File: src/rtl/buyruk_getir_denetci.sv
// Instruction-fetch sequencer: loads a program into a local buffer over a
// valid/ready port, holds the core in reset until started, then serves
// instructions combinationally from the core's byte program counter.
// Optional macro ISLEMCI_IZ_EN adds a registered trace port of served
// instructions (iz_gecerli, iz_ps, iz_buyruk).
module buyruk_getir_denetci #(
   parameter int unsigned DERINLIK    = 32,
   parameter int unsigned ADRES_W     = 5,
   parameter int unsigned MAKS_CEVRIM = 1024,
   parameter logic [31:0] BOS_BUYRUK  = 32'h0000_0013
) (
   input  logic               saat,
   input  logic               reset,
   input  logic               yukle_gecerli,
   input  logic [31:0]        yukle_veri,
   input  logic               yukle_son,
   output logic               yukle_hazir,
   input  logic               basla,
   input  logic               dur,
   input  logic [31:0]        ps,
   output logic [31:0]        buyruk,
   output logic               islemci_reset,
   output logic [2:0]         durum,
   output logic [ADRES_W:0]   program_uzun,
   output logic [31:0]        cevrim_sayac,
   output logic [1:0]         hata_kodu
`ifdef ISLEMCI_IZ_EN
   ,
   output logic               iz_gecerli,
   output logic [31:0]        iz_ps,
   output logic [31:0]        iz_buyruk
`endif
);

   typedef enum logic [2:0] {
      BOS   = 3'd0,
      YUKLE = 3'd1,
      HAZIR = 3'd2,
      CALIS = 3'd3,
      BITTI = 3'd4
   } durum_e;

   localparam logic [1:0] HATA_YOK     = 2'd0;
   localparam logic [1:0] HATA_HIZA    = 2'd1;
   localparam logic [1:0] HATA_ZAMAN   = 2'd2;

   durum_e             durum_q, durum_d;
   logic [ADRES_W-1:0] yaz_ptr_q, yaz_ptr_d;
   logic [ADRES_W:0]   program_uzun_q, program_uzun_d;
   logic [31:0]        cevrim_sayac_q, cevrim_sayac_d;
   logic [1:0]         hata_kodu_q, hata_kodu_d;
   logic [31:0]        mem_q [DERINLIK];

   logic               kabul_c;
   logic               yaz_en_c;
   logic [ADRES_W-1:0] yaz_adr_c;
   logic               hizmet_c;
   logic [ADRES_W-1:0] idx_c;
   logic [31:0]        sinir_c;

   // Outputs decoded directly from registered state
   assign yukle_hazir   = (durum_q != CALIS);
   assign islemci_reset = (durum_q != CALIS);
   assign durum         = durum_q;
   assign program_uzun  = program_uzun_q;
   assign cevrim_sayac  = cevrim_sayac_q;
   assign hata_kodu     = hata_kodu_q;

   assign kabul_c = yukle_gecerli && (durum_q != CALIS);
   assign idx_c   = ps[ADRES_W+1:2];
   assign sinir_c = 32'(program_uzun_q) << 2;

   // Next-state, buffer write control and served instruction
   always_comb begin
      durum_d        = durum_q;
      yaz_ptr_d      = yaz_ptr_q;
      program_uzun_d = program_uzun_q;
      cevrim_sayac_d = cevrim_sayac_q;
      hata_kodu_d    = hata_kodu_q;
      yaz_en_c       = 1'b0;
      yaz_adr_c      = yaz_ptr_q;
      hizmet_c       = 1'b0;
      buyruk         = BOS_BUYRUK;

      unique case (durum_q)
         BOS: begin
            if (kabul_c) begin
               yaz_en_c  = 1'b1;
               yaz_adr_c = '0;
               yaz_ptr_d = ADRES_W'(1);
               durum_d   = YUKLE;
            end
         end
         YUKLE: begin
            if (kabul_c) begin
               yaz_en_c  = 1'b1;
               yaz_ptr_d = yaz_ptr_q + ADRES_W'(1);
               if (yukle_son || (yaz_ptr_q == ADRES_W'(DERINLIK - 1))) begin
                  program_uzun_d = (ADRES_W+1)'(yaz_ptr_q) + (ADRES_W+1)'(1);
                  durum_d        = HAZIR;
               end
            end
         end
         HAZIR, BITTI: begin
            // A new load has priority over a start request
            if (kabul_c) begin
               yaz_en_c  = 1'b1;
               yaz_adr_c = '0;
               yaz_ptr_d = ADRES_W'(1);
               durum_d   = YUKLE;
            end else if (basla) begin
               cevrim_sayac_d = '0;
               hata_kodu_d    = HATA_YOK;
               durum_d        = CALIS;
            end
         end
         CALIS: begin
            if (dur) begin
               durum_d = BITTI;
            end else if (ps[1:0] != 2'b00) begin
               hata_kodu_d = HATA_HIZA;
               durum_d     = BITTI;
            end else if (ps >= sinir_c) begin
               hata_kodu_d = HATA_YOK;
               durum_d     = BITTI;
            end else if (cevrim_sayac_q == 32'(MAKS_CEVRIM)) begin
               hata_kodu_d = HATA_ZAMAN;
               durum_d     = BITTI;
            end else begin
               hizmet_c = 1'b1;
               buyruk   = mem_q[idx_c];
               if (cevrim_sayac_q != '1) begin
                  cevrim_sayac_d = cevrim_sayac_q + 32'd1;
               end
            end
         end
         default: durum_d = BOS;
      endcase
   end

   // Control state registers
   always_ff @(posedge saat or posedge reset) begin
      if (reset) begin
         durum_q        <= BOS;
         yaz_ptr_q      <= '0;
         program_uzun_q <= '0;
         cevrim_sayac_q <= '0;
         hata_kodu_q    <= HATA_YOK;
      end else begin
         durum_q        <= durum_d;
         yaz_ptr_q      <= yaz_ptr_d;
         program_uzun_q <= program_uzun_d;
         cevrim_sayac_q <= cevrim_sayac_d;
         hata_kodu_q    <= hata_kodu_d;
      end
   end

   // Program buffer; contents are not reset
   always_ff @(posedge saat) begin
      if (yaz_en_c) begin
         mem_q[yaz_adr_c] <= yukle_veri;
      end
   end

`ifdef ISLEMCI_IZ_EN
   // Trace of each served instruction, one cycle later
   always_ff @(posedge saat or posedge reset) begin
      if (reset) begin
         iz_gecerli <= 1'b0;
         iz_ps      <= '0;
         iz_buyruk  <= '0;
      end else begin
         iz_gecerli <= hizmet_c;
         if (hizmet_c) begin
            iz_ps     <= ps;
            iz_buyruk <= buyruk;
         end
      end
   end
`endif

endmodule

File: config.mk
export PLATFORM = sky130hd
export DESIGN_NAME = buyruk_getir_denetci
export DESIGN_NICKNAME = d
export VERILOG_FILES = /design/src/rtl/buyruk_getir_denetci.sv
export SDC_FILE = /design/constraint.sdc
export NUM_CORES = 1
export LEC_CHECK = 0
export ABC_AREA = 1
export CELL_PAD_IN_SITES_DETAIL_PLACEMENT = 1
export CELL_PAD_IN_SITES_GLOBAL_PLACEMENT = 2
export CORE_MARGIN = 4
export CORE_UTILIZATION = 30
export CTS_CLUSTER_DIAMETER = 80
export DETAILED_ROUTE_END_ITERATION = 10
export HOLD_SLACK_MARGIN = 0.03
export PLACE_DENSITY_LB_ADDON = 0.1
export SYNTH_ARGS = -nofsm -noshare
export SYNTH_HDL_FRONTEND = slang
export SYNTH_SLANG_ARGS = --single-unit
File: constraint.sdc
create_clock -name saat -period 3.4 [get_ports saat]
set_input_delay 0.68 -clock saat [delete_from_list [all_inputs] [get_ports saat]]
set_output_delay 0.68 -clock saat [all_outputs]
set_load 0.05 [all_outputs]
== Word-level counts from Yosys, hierarchy flattened ==
Memory sizes are Yosys's and may differ from the RTL's.
Index checks and enable logic that the tools add are counted.
W data, S select, Z words.

* Bits in registers: 48
* Word-level logic and storage cells: 85
* Memory bits (read-only): 0
* RAM bits: 1024
* Memories: 1
* Bits in latches: 0
* Bits of input ports: 70
* Output and inout port bits: 77

* Bitwise operators: 0
* Multipliers: 0
* Div/mod/pow operators: 0
* Equal/unequal tests: 22
* Reduce and logical (&&, ||, !) cells: 14
* Order comparisons: 1
* Multiplexer cells: 39
* Shift-type cells: 0
* Add/sub/neg operators: 3

{| class="wikitable"
|+ Memories
! name !! words !! width !! rd ports !! clocked after Yosys merged registers in !! wr ports !! line !! RTL
|-
| mem_q || 32 || 32 || 1 || 0 || 1 || 52 || <nowiki>logic [31:0] mem_q [DERINLIK];</nowiki>
|}

{| class="wikitable"
|+ Operator list
! operator !! count
|-
| $mux W32 || 12
|-
| $pmux W32 S2 || 1
|-
| $add A32 B1 Y32 const B || 1
|-
| $eq A32 B11 Y1 const B || 1
|-
| $ge A32 B8 Y1 || 1
|-
| $ne A32 B32 Y1 const B || 1
|-
| $mux W3 || 9
|-
| $mux W5 || 4
|-
| $ne A2 B2 Y1 const B || 10
|-
| $mux W2 || 6
|-
| $pmux W3 S4 || 1
|-
| $pmux W5 S2 || 1
|-
| $reduce_and A5 Y1 || 2
|-
| $reduce_and A8 Y1 || 1
|-
| $add A5 B1 Y6 const B || 1
|-
| $eq A3 B2 Y1 const B || 2
|-
| $reduce_and A3 Y1 || 2
|-
| $reduce_bool A2 Y1 || 3
|-
| $add A5 B1 Y5 const B || 1
|-
| $eq A5 B5 Y1 const B || 1
|-
| $ne A5 B5 Y1 const B || 1
|-
| $mux W1 || 4
|-
| $ne A4 B4 Y1 const B || 1
|-
| $pmux W2 S2 || 1
|-
| other kinds (11) || 11
|}

== Depth between registers and ports, before layout ==
Gate-level depths: netlist of run 1.

* Depth in word-level cells: 7
* Mapped depth: 17
* Depth with buffers taken out: 12

== Worst setup path before layout of run 1 ==
No wires, ideal clock.

* Path kind: input -> output
* Start point: input port ps[2]
* End point: output port buyruk[10]
* Setup slack: -0.325 ns
* Stages on the path: 16
* Data required time: 2.720 ns
* Arrival: 3.045 ns
* Cell sequence: buf_6 inv_2 buf_6 buf_4 buf_4 ha_1 nand2_1 nor2_1 nand2_1 nand2_1 nor2_2 nand4_1 inv_2 buf_2 nand2_1 nor2_1

* Word-level cells in the longest chain between the ends: 6
* Elaborated cells on any way between the ends: 7

{| class="wikitable"
|+ RTL lines
! what !! line !! RTL
|-
| from (decl) || 20 || <nowiki>input logic [31:0] ps,</nowiki>
|-
| branches (longest 2 deep; another with $ge A32 B8 Y1) || - ||
|-
| $mux W32 * || 123 || <nowiki>end else if (ps >= sinir_c) begin</nowiki>
|-
| $mux W32 * || 120 || <nowiki>end else if (ps[1:0] != 2'b00) begin</nowiki>
|-
| $mux W32 * || 118 || <nowiki>if (dur) begin</nowiki>
|-
| $mux W32 * || 85 || <nowiki>unique case (durum_q)</nowiki>
|-
| to (decl) || 21 || <nowiki>output logic [31:0] buyruk,</nowiki>
|}

Mark *: on every way between the ends.

== Worst setup path after layout of run 1 ==
* Start point: register program_uzun_q[0], in the netlist program_uzun[0]
* End point: output port buyruk[26]

* Word-level cells in the longest chain between the ends: 5

{| class="wikitable"
|+ RTL lines
! what !! line !! RTL
|-
| from (decl) || 49 || <nowiki>logic [ADRES_W:0] program_uzun_q, program_uzun_d;</nowiki>
|-
| from (signal assigned) || 152 || <nowiki>program_uzun_q <= program_uzun_d;</nowiki>
|-
| $ge A32 B8 Y1 || 123 ||
|-
| $mux W32 || 123 ||
|-
| $mux W32 || 120 ||
|-
| $mux W32 || 118 ||
|-
| $mux W32 || 85 ||
|}

No other way between the ends.

==> results.yml, run 1 <==
job:
  max_cap_violations: 0
synth:
  synth_compound_area_share_pct: 11.7
  synth_area_leaders: "edfxtp_1 69%, nor2_1 6.2%, o21ai_0 5.1%"
  synth_top_family_by_area: "compound AO/OA/AOI/OAI gates"
  syn_area_mm2: 0.0448
  yosysTopAreaCell: "edfxtp_1"
  synth_edf_count: 1024
  synthMuxAreaShare_pct: 0
  synth_xor_area_share_pct: 0.333
  ys_seq_area_share_pct: 71.4
  async_flop_share_pct: 4.48
  synth-main-ff-cell: "edfxtp_1"
  ys_warn_count: 0
  synth_adder_area_share_pct: 0.279
  synthCells: 3737
  synthSimpleGateAreaFrac_pct: 11.6
  synth_top_area_share_pct: 68.7
  syn_avg_cell_area_um2: 12.0
  synth_fp_nets: 3817
  synth_common_cells: "1024 x edfxtp_1, 740 x nor2_1, 454 x o21ai_0"
  synthDistinctLibCells: 38
  synth_seq_cells: 1072
  yosysMostFrequentCell: "edfxtp_1"
timing:
  rsz0062_at_grt: "yes"
  min_period_ps: 3480
  max_slew.worst_pin.slew_ps: 1070
  hold_violations: 0
  setup_viol: 31
  final_max_slew_viol_count: 0
  clock-skew-final_ps: 17.6
  fin_setup_tns_ps: -1280
  max_freq_mhz: 288
  post-route-period-util_pct: 102
  slew_headroom_pct: 28.7
  fin_ws_ps: -77.8
detailed_routing:
  wl_met3_um: 5530
  wire_per_inst_um: 26.3
  ant_nets: 0
  top_layer: "met5"
  drc: 0
  drtIter0Drc: 1985
  via_per_inst: 5.01
  dr_wl_met2_um: 77200
  wl_met1_um: 74300
  routed_wirelength_um: 160000
  firstDrtPassIters: 5
  vias: 30500
global_route:
  grt_overflow_total: 0
  grt_first_pass_wirelength_um: 230000
  grt_pass1_vias: 31300
  antenna_found_initial: 4
  grt_use_total_pct: 20.3
  grt_max_degree: 90
critical_path:
  cp-end-kind: "primary output"
  r2r_slack_ps: 480
  cp.arrival_ps: 2800
  setup.worst_path.start_class: "flip-flop"
  cp_max_fo: 7
  reg2reg_depth: 10
  rr_startpoint: "durum[1]$_DFFE_PP0P_"
  reg2reg_to: "mem_q[2][1]$_DFFE_PP_"
  cp.required_ps: 2720
  path_class: "flip-flop to primary output"
cells_and_area:
  fillers: 15600
  register_area_mm2: 0.0320
  drive_gt1_share_pct: 14.9
  final_nets: 4144
  final_cells: 6087
  multiInputGateArea_mm2: 0.0113
  synthToLayoutAreaGrowth_pct: 24.1
floorplan:
  die_w_um: 394
  ios: 147
  fp.dieH_um: 394
  start_util_pct: 30.2
  core_mm2: 0.148
  rows: 141
  dieArea_mm2: 0.155
clock_tree:
  cts_tree: "yes"
  clockBufferDepth: 3
  cts_hold_buf: 0
  clk_pin_slew_worst_paths_ps: 60
  cts_root_buffer: "clkbuf_16"
  h-tree-depth: 4
  clock-sinks: 1072
  cts_buffers: 132
  clkLatencyLatePin_ps: 750
power_and_ir_drop:
  comb_power_share_pct: 12.0
  power_mw: 32.1
  p_sw_mw: 8.37
  vdd_drop_max_mv: 0.431
  swShare_pct: 26.1
  p_int_mw: 23.8
  power_density_mw_per_mm2: 578
  pwr-share-clk_pct: 41.1
  p_leak_nw: 18.9
  p_seq_share_pct: 46.9
placed_design:
  portBuffers: 146
  dp_cells: 5847
  dp_hpwl_um: 93700
  place_congestion: 0.732
status:
  failed_checks: "setup timing"
  status: "complete, but fails checks"
min_path:
  min_path_type: "input port to async pin"
[area by class of cell]
cell class,count,share of cell area [%]
sequential,1072,57.5
multi-input combinational,2223,20.3
timing repair buffer,429,9.21
clock buffer,165,6.38
tap,1930,4.35
inverter,206,1.45
clock inverter,60,0.777
antenna,2,0.00901
[power groups by stage]
stage	registers (mW)	clock network [mW]	logic, mW
after global placement	15.3	0	3.87
final	15.1	13.2	3.86
after floorplan	15.5	0	1.82
after global routing	15.1	14.1	4.19
after CTS	15.1	13.6	3.94
after detailed placement	15.3	0	3.87
[critical path: stages, from the launching register on]
cell and delay, ps:
dfrtp_1 410, ha_1 280, nand2_1 70, nor2_1 50, nand2_1 70, nand2_1 60, nor2_2 130, nand4_1 120
bufinv_8 230, buf_12 140, buf_16 140, nand2_2 70, nor2_4 110, buf_12 140
[flip-flops by register name, summed over array words and instances (netlist names)]
register      cells
yaz_ptr_q         5
cevrim_sayac     32
hata_kodu         2
mem_q          1024
program_uzun      6
durum             3
[cell usage in the layout, fill, tap and decap left out, types with 10 or more instances in the layout]
master	n
clkinv_1	28
nand2_2	11
nand3_1	160
buf_4	187
nor2_2	10
o21ai_0	454
clkdlybuf4s50_1	109
clkbuf_16	137
clkbuf_1	27
inv_1	185
nand4_1	37
buf_12	125
inv_2	16
o21ai_1	111
a21oi_1	89
xor2_1	15
nand2_1	304
o211ai_1	229
nor2_4	61
nor2_1	677
edfxtp_1	1024
dfrtp_1	45
o22ai_1	28
clkinv_2	20
[stage by stage]
stage	setup WS [ps]	utilization (%)	hold WS [ps]	area [um2]
2_1_floorplan	-113	-	487	45000
3_5_place_dp	-56.5	34.6	492	51300
3_3_place_gp	-43.0	34.6	485	51300
5_1_grt	-222	37.5	237	55600
6_report	-77.8	37.5	232	55600
4_1_cts	-162	37.5	191	55500
[worst max-delay path by stage]
stage | startpoint | slack, ps | end | cells after the start
2_1_floorplan | ps[2] | -110 | buyruk[10] | 16
3_3_place_gp | ps[7] | -40 | buyruk[10] | 13
3_5_place_dp | ps[7] | -60 | buyruk[10] | 13
4_1_cts | cevrim_sayac[0]$_DFFE_PP0P_ | -160 | buyruk[26] | 13
5_1_grt | program_uzun[5]$_DFFE_PP0P_ | -220 | buyruk[8] | 14
6_report | program_uzun[0]$_DFFE_PP0P_ | -80 | buyruk[26] | 13
[routing by layer]
metal / vias up / GRT usage [%]
li1: 14100 / -
met1: 15800 / 28.0
met2: 474 / 33.8
met3: 154 / 2.76
met4: 2 / 4.90
met5: - / 0
[cell families after synthesis]
logic type               after synthesis
AND/OR/NAND/NOR                     1280
flip-flops                          1072
AO/OA/AOI/OAI                        916
buffers and inverters                442
XOR/XNOR                              17
adder cells (fa/ha/maj)               10
[timing repair]
item / in CTS / in global routing
setup buffers: 11 / 1
resized for setup: 42 / 7
cloned: 1 / 0
endpoints found under the setup margin: 32 / 32
endpoints found under the hold margin: 0 / 0
pin swaps: 13 / 7
(Power assumes the default switching activity.)
==> run 2: changes to the inputs <==
TNS_END_PERCENT = 5   (was unset)
clock period = 4.4 ns   (was 3.4 ns; I/O delays follow)
==> run 2 against run 1 <==
  * The run now ends clean
  * Critical path type is now input port to primary output
  * Non-clock buffer count decreased by 144
  * Clock skew grew 3.2 ps
  * Sequential share of layout area grew 2.3 points
  * Cell count fell by 2.4%
  * Global-route usage down 0.48 points
  * Total power is 24% lower
  * Hold slack improved by 250 ps
  * Highest routed layer unchanged
  * Die area did not move
  * Largest power group unchanged
  * Final area shrank 3.9%
==> results.yml, run 2 (synthesis results as in run 1) <==
global_route:
  grt_pass1_vias: 30400
  antenna_found_initial: 10
  grt_first_pass_wirelength_um: 224000
  grt_use_total_pct: 19.8
  grt_max_degree: 164
  grt_overflow_total: 0
placed_design:
  dpl_worst_slack_ps: 115
  portBuffers: 146
  dp_hpwl_um: 86500
  postPlaceCellArea_mm2: 0.0495
  place_congestion: 0.731
critical_path:
  r2r_slack_ps: 1430
  crit_start: "ps[7]"
  critical_path.top_delay_family: "buffers and inverters"
  setup.worst_path.start_class: "input port"
  rr_startpoint: "durum[2]$_DFFE_PP0P_"
  cpMostUsedCell: "nand2_1"
  cp.arrival_ps: 3290
  crit_buf_inv: 4
  cp-end-kind: "primary output"
  critical_path.cell_chain: "clkdlybuf4s50_1 > ha_1 > nand2_1 > nand2_1 > nor2_1 > nand2_1 > nor2_2 > nand4_1 > clkinv_4 > buf_4 > nand2_1 > nor2_1 > buf_12"
  cp.required_ps: 3520
  cpMaxStageDelayCell: "clkdlybuf4s50_1"
  path_class: "input port to primary output"
  reg2reg_depth: 8
  reg2reg_to: "mem_q[10][0]$_DFFE_PP_"
  cpPeakStageDelay_ps: 420
  cp_max_fo: 13
power_and_ir_drop:
  power_mw: 24.3
  power_density_mw_per_mm2: 456
  p_leak_nw: 17.9
  vdd_drop_max_mv: 0.388
cells_and_area:
  design_area_mm2: 0.0534
  final_nets: 3998
  fillers: 15700
  mostFrequentLayoutCells: "1024 x edfxtp_1, 707 x nor2_1, 454 x o21ai_0"
  largest_reg_flops: 1024
  drive_gt1_share_pct: 10.2
  final_common_cell: "edfxtp_1"
  synthToLayoutAreaGrowth_pct: 19.3
  regMostFlops: "mem_q"
floorplan:
  ios: 147
  rows: 141
  start_util_pct: 30.2
  dieArea_mm2: 0.155
  die_w_um: 394
  fp.dieH_um: 394
  core_mm2: 0.148
timing:
  rsz0062_at_grt: "no"
  fin_setup_tns_ps: 0
  slew_headroom_pct: 20.5
  final_max_slew_viol_count: 0
  min_period_ps: 4170
  setup_viol: 0
  fin_ws_ps: 226
  post-route-period-util_pct: 94.9
  max_slew.worst_pin.slew_ps: 1190
  clock-skew-final_ps: 20.8
  hold_violations: 0
  max_freq_mhz: 240
clock_tree:
  cts_buffers: 130
  clk_pin_slew_worst_paths_ps: 50
  cts_root_buffer: "clkbuf_16"
  cts_tree: "yes"
  postCtsSetupRepairBufs: 0
  clockBufferDepth: 3
  clkLatencyLatePin_ps: 760
  clock-sinks: 1072
  h-tree-depth: 4
job:
  max_cap_violations: 0
detailed_routing:
  ant_nets: 0
  vias: 29900
  routed_wirelength_um: 156000
  wire_per_inst_um: 26.2
  drc: 0
  drtIter0Drc: 2158
  via_per_inst: 5.03
  firstDrtPassIters: 5
min_path:
  min_path_type: "input port to async pin"
status:
  status: "finished, final reports clean"
==> run 2: how the worst max path moves through the flow <==
stage                 end  slack (ps)  cells after the start
4_1_cts        buyruk[14]          20                     12
3_5_place_dp   buyruk[26]         110                     13
2_1_floorplan  buyruk[10]         280                     16
5_1_grt         buyruk[5]          20                     13
6_report       buyruk[26]         230                     13
3_3_place_gp   buyruk[26]         110                     13
==> run 2: final cells by class <==
class | instances | area, um2 | area share [%]
inverters | 206 | 796 | 1.49
diodes | 2 | 5.00 | 0.00937
multi-input cells | 2223 | 10900 | 20.5
well taps | 1930 | 2410 | 4.52
repair buffers | 285 | 3420 | 6.40
flip-flops and latches | 1072 | 32000 | 59.8
clock buffers | 167 | 3460 | 6.47
clock inverters | 57 | 447 | 0.836
==> run 2: per-stage QoR <==
| step | hold WS, ps | instances | util (%) |
|---|---|---|---|
| 6_report | 483 | 5942 | 36.1 |
| 4_1_cts | 443 | 5940 | 36.1 |
| 3_5_place_dp | 497 | 5716 | 33.4 |
| 3_3_place_gp | 477 | 5716 | 33.4 |
| 5_1_grt | 504 | 5941 | 36.1 |
| 2_1_floorplan | 487 | 3737 | - |
==> run 2: repair_timing <==
action,4_1_cts,5_1_grt
hold buffers,0,0
gates resized for setup,0,3
endpoints found under the setup margin,0,18
==> run 2: routing by layer <==
layer | vias to the layer above | track usage (%) | part of all wire (%)
li1 | 13800 | - | -
met1 | 15400 | 28.7 | 49
met2 | 515 | 31.1 | 46
met3 | 165 | 3.30 | 4.1
met4 | 8 | 4.41 | 1.7
met5 | - | 0 | 0.025
==> run 2: report_power, final <==
part           switching, mW  leakage [nW]  internal (mW)  total, mW
Clock                   4.25          1.90           5.78       10.0
Sequential             0.112          9.87           11.5       11.6
Combinational           1.99          6.17          0.682       2.67
Total                   6.35          17.9           18.0       24.3
